==> src/rtl/level_fifo.sv <==
`default_nettype none
// ============================================================================
// Module   : level_fifo
// Summary  : Single-clock show-ahead FIFO with occupancy level, threshold flags,
//            edge- or level-triggered requests and sticky overflow/underflow.
// Revision : 1.0
// ============================================================================
module level_fifo #(
  parameter int WIDTH       = 8,
  parameter int DEPTH       = 256,
  parameter int ADDR_WIDTH  = 8,
  parameter int STROBE_MODE = 1,
  parameter int AF_THRESH   = DEPTH - 4,
  parameter int AE_THRESH   = 4
) (
  input  logic                  clk,
  input  logic                  reset,
  input  logic                  flush,
  input  logic [WIDTH-1:0]      d,
  input  logic                  write,
  input  logic                  read,
  output logic [WIDTH-1:0]      q,
  output logic                  empty,
  output logic                  full,
  output logic                  lastbyte,
  output logic                  almost_empty,
  output logic                  almost_full,
  output logic [ADDR_WIDTH:0]   level,
  output logic                  overflow,
  output logic                  underflow
);

  localparam int                  IDX_W     = (DEPTH > 1) ? $clog2(DEPTH) : 1;
  localparam logic [ADDR_WIDTH:0] FULL_LVL  = (ADDR_WIDTH + 1)'(DEPTH);
  localparam logic [ADDR_WIDTH:0] AF_LVL    = (ADDR_WIDTH + 1)'(AF_THRESH);
  localparam logic [ADDR_WIDTH:0] AE_LVL    = (ADDR_WIDTH + 1)'(AE_THRESH);
  localparam logic [ADDR_WIDTH-1:0] LAST_ADDR = ADDR_WIDTH'(DEPTH - 1);

  logic [WIDTH-1:0]      mem [DEPTH];
  logic [ADDR_WIDTH-1:0] raddr;
  logic [ADDR_WIDTH-1:0] waddr;
  logic                  prev_write;
  logic                  prev_read;
  logic                  wr_req;
  logic                  rd_req;
  logic                  wr_ok;
  logic                  rd_ok;

  // Pointers wrap at DEPTH, which need not be a power of two.
  function automatic logic [ADDR_WIDTH-1:0] bump(input logic [ADDR_WIDTH-1:0] p);
    return (p == LAST_ADDR) ? '0 : p + 1'b1;
  endfunction

  generate
    if (STROBE_MODE != 0) begin : g_edge_req
      assign wr_req = prev_write & ~write;
      assign rd_req = prev_read  & ~read;
    end else begin : g_level_req
      assign wr_req = write;
      assign rd_req = read;
    end
  endgenerate

  // A full FIFO still takes a write when a read frees a slot on the same edge.
  always_comb begin
    rd_ok = 1'b0;
    wr_ok = 1'b0;
    rd_ok = rd_req && (level != '0);
    wr_ok = wr_req && ((level != FULL_LVL) || rd_ok);
  end

  always_ff @(posedge clk) begin
    if (wr_ok && !flush && !reset) begin
      mem[waddr[IDX_W-1:0]] <= d;
    end
  end

  always_ff @(posedge clk or posedge reset) begin
    if (reset) begin
      raddr      <= '0;
      waddr      <= '0;
      level      <= '0;
      prev_write <= 1'b0;
      prev_read  <= 1'b0;
      overflow   <= 1'b0;
      underflow  <= 1'b0;
    end else begin
      prev_write <= write;
      prev_read  <= read;
      if (flush) begin
        raddr     <= '0;
        waddr     <= '0;
        level     <= '0;
        overflow  <= 1'b0;
        underflow <= 1'b0;
      end else begin
        if (wr_ok) begin
          waddr <= bump(waddr);
        end
        if (rd_ok) begin
          raddr <= bump(raddr);
        end
        case ({wr_ok, rd_ok})
          2'b10:   level <= level + 1'b1;
          2'b01:   level <= level - 1'b1;
          default: level <= level;
        endcase
        if (wr_req && !wr_ok) begin
          overflow <= 1'b1;
        end
        if (rd_req && (level == '0)) begin
          underflow <= 1'b1;
        end
      end
    end
  end

  assign q            = mem[raddr[IDX_W-1:0]];
  assign empty        = (level == '0);
  assign full         = (level == FULL_LVL);
  assign lastbyte     = (level == (ADDR_WIDTH + 1)'(1));
  assign almost_full  = (level >= AF_LVL);
  assign almost_empty = (level <= AE_LVL);

endmodule
`default_nettype wire
==> config.mk <==
export PLATFORM = sky130hd
export DESIGN_NAME = level_fifo
export DESIGN_NICKNAME = d
export VERILOG_FILES = /design/src/rtl/level_fifo.sv
export SDC_FILE = /design/constraint.sdc
export NUM_CORES = 2
export LEC_CHECK = 0
export BUFFER_PORTS_ARGS = -buffer_cell sky130_fd_sc_hd__buf_2
export CAP_MARGIN = 25
export CORE_MARGIN = 5
export CORE_UTILIZATION = 35
export CTS_BUF_LIST = sky130_fd_sc_hd__clkbuf_4 sky130_fd_sc_hd__clkbuf_8
export CTS_CLUSTER_SIZE = 30
export DETAILED_ROUTE_END_ITERATION = 8
export SYNTH_ARGS = -nofsm -noshare
export SYNTH_HDL_FRONTEND = slang
export SYNTH_SLANG_ARGS = --single-unit
==> constraint.sdc <==
create_clock -name clk -period 3.3 [get_ports clk]
set_input_delay 0.165 -clock clk [delete_from_list [all_inputs] [get_ports clk]]
set_output_delay 0.165 -clock clk [all_outputs]
set_load 0.05 [all_outputs]
==> summary.md <==
| Metric | Value |
|---|---|
| Routed wire length | `220000 um` |
| Top Metal Used | `met4` |
| Met3 wire length | `16400 um` |
| Hold WC Path Type | `in2reg` |
| Tot GR Track Use | `17.8%` |
| Seq cells post-synth | `2077` |
| Root buffer cell | `clkbuf_8` |
| Synth area leaders | `edfxtp_1 (75%), mux4_2 (11%), mux2i_1 (3.1%)` |
| Via count | `44300` |
| Crit path capture type | `output port` |
| Fmax | `0.234 GHz` |
| Avg Inst Size Synth | `20.0 um2` |
| Most common cell in the synthesized netlist | `edfxtp_1` |
| Pre-CTS setup slack | `-0.636 ns` |
| # port buffers | `36` |
| Clk pin slew, worst setup/hold paths | `0.06 ns` |
| # rows | `177` |
| Worst slew margin | `35.1%` |
| Hold endpoint | `overflow` |
| Synth top cells by count | `edfxtp_1 (2048), mux4_2 (415), nor2_1 (325)` |
| Starting density of the core | `35.1%` |
| CTS tree | `yes` |
| Chip Width | `493 um` |
| Final count of pins violating max slew | `0` |
| Cell depth of the worst flop-to-flop path | `14` |
| Post-synth top area cell | `edfxtp_1` |
| Share of layout cells above drive strength 1 | `36.9%` |
| Cells after Synth | `4072` |
| Ys async rst share | `1.40%` |
| Reg-to-reg startpoint | `level[1]` |
| Max clock buf depth | `4` |
| Largest fanout on the critical path | `7` |
| Nets@finish | `4945` |
| Internal power | `45800 uW` |
| Clock Latency Late Sink | `1.06 ns` |
| Synth top area share | `75.4%` |
| VDD IR max | `0.385 mV` |
| DRC | `0` |
| Clock sink total | `2077` |
| Setup crit start kind | `flop` |
| Library cells used by synthesis | `76` |
| DR vias/cell | `5.39` |
| Hold path start | `read` |
| Net count of the mapped netlist | `4094` |
| Sequential Power Share | `48.2%` |
| DRT met1 WL | `90600 um` |
| Clock share of power | `37.4%` |
| RSZ-0062 raised after global routing | `true` |
| Failing checks | `negative setup slack` |
| Hpwl dp | `138000 um` |
| Switch share | `24.0%` |
| CTS H-tree depth | `5` |
| Area Growth Syn to Fin | `22.2%` |
| First-pass GRT wire length | `320000 um` |
| Critical path arrival | `4.11 ns` |
| Yosys Warn Count | `0` |
| Sequential share of the synthesized area | `76.3%` |
| Pwr dens | `605 nW/um2` |
| Slew @ Worst Pin | `0.971 ns` |
| Worst EP required | `3.13 ns` |
| Metal2 WL | `107000 um` |
| Final Cell Area | `99600 um2` |
| Crit path kind | `reg2out` |
| Top_reg_cell synth | `edfxtp_1` |
| Core Region | `232000 um2` |
| Hold path depth | `5` |
| Die Y | `493 um` |
| Die area | `243000 um2` |
| WL per Instance | `26.7 um` |
| Congestion Overflow GR | `0` |
| NetSw | `14400 uW` |
| Max-cap violation count | `0` |
| Synthesized area | `81500 um2` |
| Drt first pass iters | `6` |
| Combinational power share | `14.3%` |
| Worst flop-to-flop path endpoint | `mem[91][7]` |
| Post-DRT Antenna Nets | `0` |
| Iteration-0 DRC Markers | `4981` |
| Worst Skew | `0.0860 ns` |
| Largest net degree at the start of global routing | `114` |
| CTS Buf Count | `353` |
| Final Hold Fails | `0` |
| Lkg Pwr | `0.0314 uW` |
| Placed Instance Area | `90100 um2` |
| I/O pins | `37` |
| Setup-failing EPs final | `8` |
| Flop-to-flop setup slack | `0.22 ns` |
| Vias in the first global route | `45100` |
| Run status | `complete, but fails checks` |
| Post-synth EDFFs | `2048` |
| Fin worst setup slack | `-0.976 ns` |
| Initial antenna violation count | `5` |
| Fin crit share | `130%` |
| Period minus WS final | `4.28 ns` |
| Routability congestion estimate | `0.859` |
per-stage QoR:
step           TNS [ns]  util [%]  total power (uW)  hold WS, ns  std cells
4_1_cts           -8.67      42.5             60400      0.00595       8205
3_5_place_dp      -3.47      38.8             36900        0.306       7531
6_report          -7.36      42.9             60200        0.128       8230
3_3_place_gp      -4.22      38.8             36900        0.299       7530
5_1_grt           -8.34      42.9             62500        0.127       8229
2_1_floorplan         0         -             34300        0.196       4072
worst max-delay path by stage:
| stage | slack (ns) | start | to |
|---|---|---|---|
| detailed placement | -0.64 | raddr[0] | q[0] |
| finish | -0.98 | raddr[0] | q[6] |
| global route | -1.09 | raddr[0] | q[6] |
| floorplan | 0.02 | level[1] | mem[181][0] |
| CTS | -1.09 | raddr[0] | q[0] |
| global placement | -0.98 | raddr[0] | q[1] |
repair_timing:
item | 4_1_cts | 5_1_grt
setup endpoints to repair | 32 | 146
setup buffers | 39 | 25
hold endpoints to repair | 1964 | 0
pin swaps | 42 | 58
cloned | 11 | 5
resized for setup | 209 | 145
hold buffers | 17 | 0
worst max-delay path: stages, from the launching register on:
cell and delay, ns:
dfrtp_4 0.50, buf_12 0.17, buf_12 0.14, buf_12 0.14, buf_12 0.12, mux4_2 0.45, mux4_2 0.57, a211o_4 0.42
o22ai_4 0.16, buf_6 0.17, nor3_4 0.07, buf_12 0.16
state kept, by name, indices dropped and copies added, names as in the netlist:
signal	flops
prev_read	1
underflow	1
level	9
overflow	1
prev_write	1
waddr	8
raddr	8
mem	2048
per-layer routing:
| metal | vias to the layer above | track usage (%) |
|---|---|---|
| li1 | 18600 | - |
| met1 | 23500 | 24.7 |
| met2 | 1904 | 28.8 |
| met3 | 360 | 3.16 |
| met4 | 0 | 5.46 |
| met5 | - | 0 |
cell families (layout without fill, tap and decap cells):
group	Yosys count	after routing	share of synthesized area (%)
flip-flops	2077	2077	76.3
AO/OA/AOI/OAI	448	448	3.85
other	0	9	0
multiplexers	675	675	14.7
adder cells (fa/ha/maj)	9	9	0.138
buffers and inverters	264	1370	1.75
XOR/XNOR	15	15	0.161
AND/OR/NAND/NOR	584	584	3.11
power by group through the flow:
stage	registers, uW	clock network (uW)	logic, uW
after floorplan	29700	0	4610
after global placement	29600	0	7270
after detailed placement	29600	0	7320
after CTS	29100	23000	8320
after global routing	29000	24400	9100
final	29100	22600	8630
cell type report:
type | count | area [um2]
Tap cell | 3043 | 3810
Antenna cell | 9 | 22.5
Clock inverter | 138 | 962
Fill cell | 19900 | 133000
Multi-Input combinational cell | 1731 | 19300
Sequential cell | 2077 | 62200
Timing Repair Buffer | 751 | 7460
Clock buffer | 472 | 5800
Inverter | 9 | 42.5
layout by cell type, fill, tap and decap left out, types with 20 or more instances in the layout:
master / Yosys / layout
buf_6: 22 / 26
buf_12: 1 / 97
a21oi_1: 98 / 80
buf_4: 39 / 555
buf_2: 66 / 20
clkinv_1: 1 / 82
a22oi_1: 73 / 57
nand2_1: 107 / 100
o221ai_1: 53 / 35
clkinv_2: 0 / 34
mux4_2: 415 / 415
o21ai_0: 57 / 35
nand3_1: 30 / 23
nor2_1: 325 / 309
mux2i_1: 255 / 238
dfrtp_1: 29 / 23
o22ai_1: 41 / 33
clkbuf_4: 0 / 112
edfxtp_1: 2048 / 2048
clkbuf_8: 0 / 360
Power figures use the tool's default switching activity.
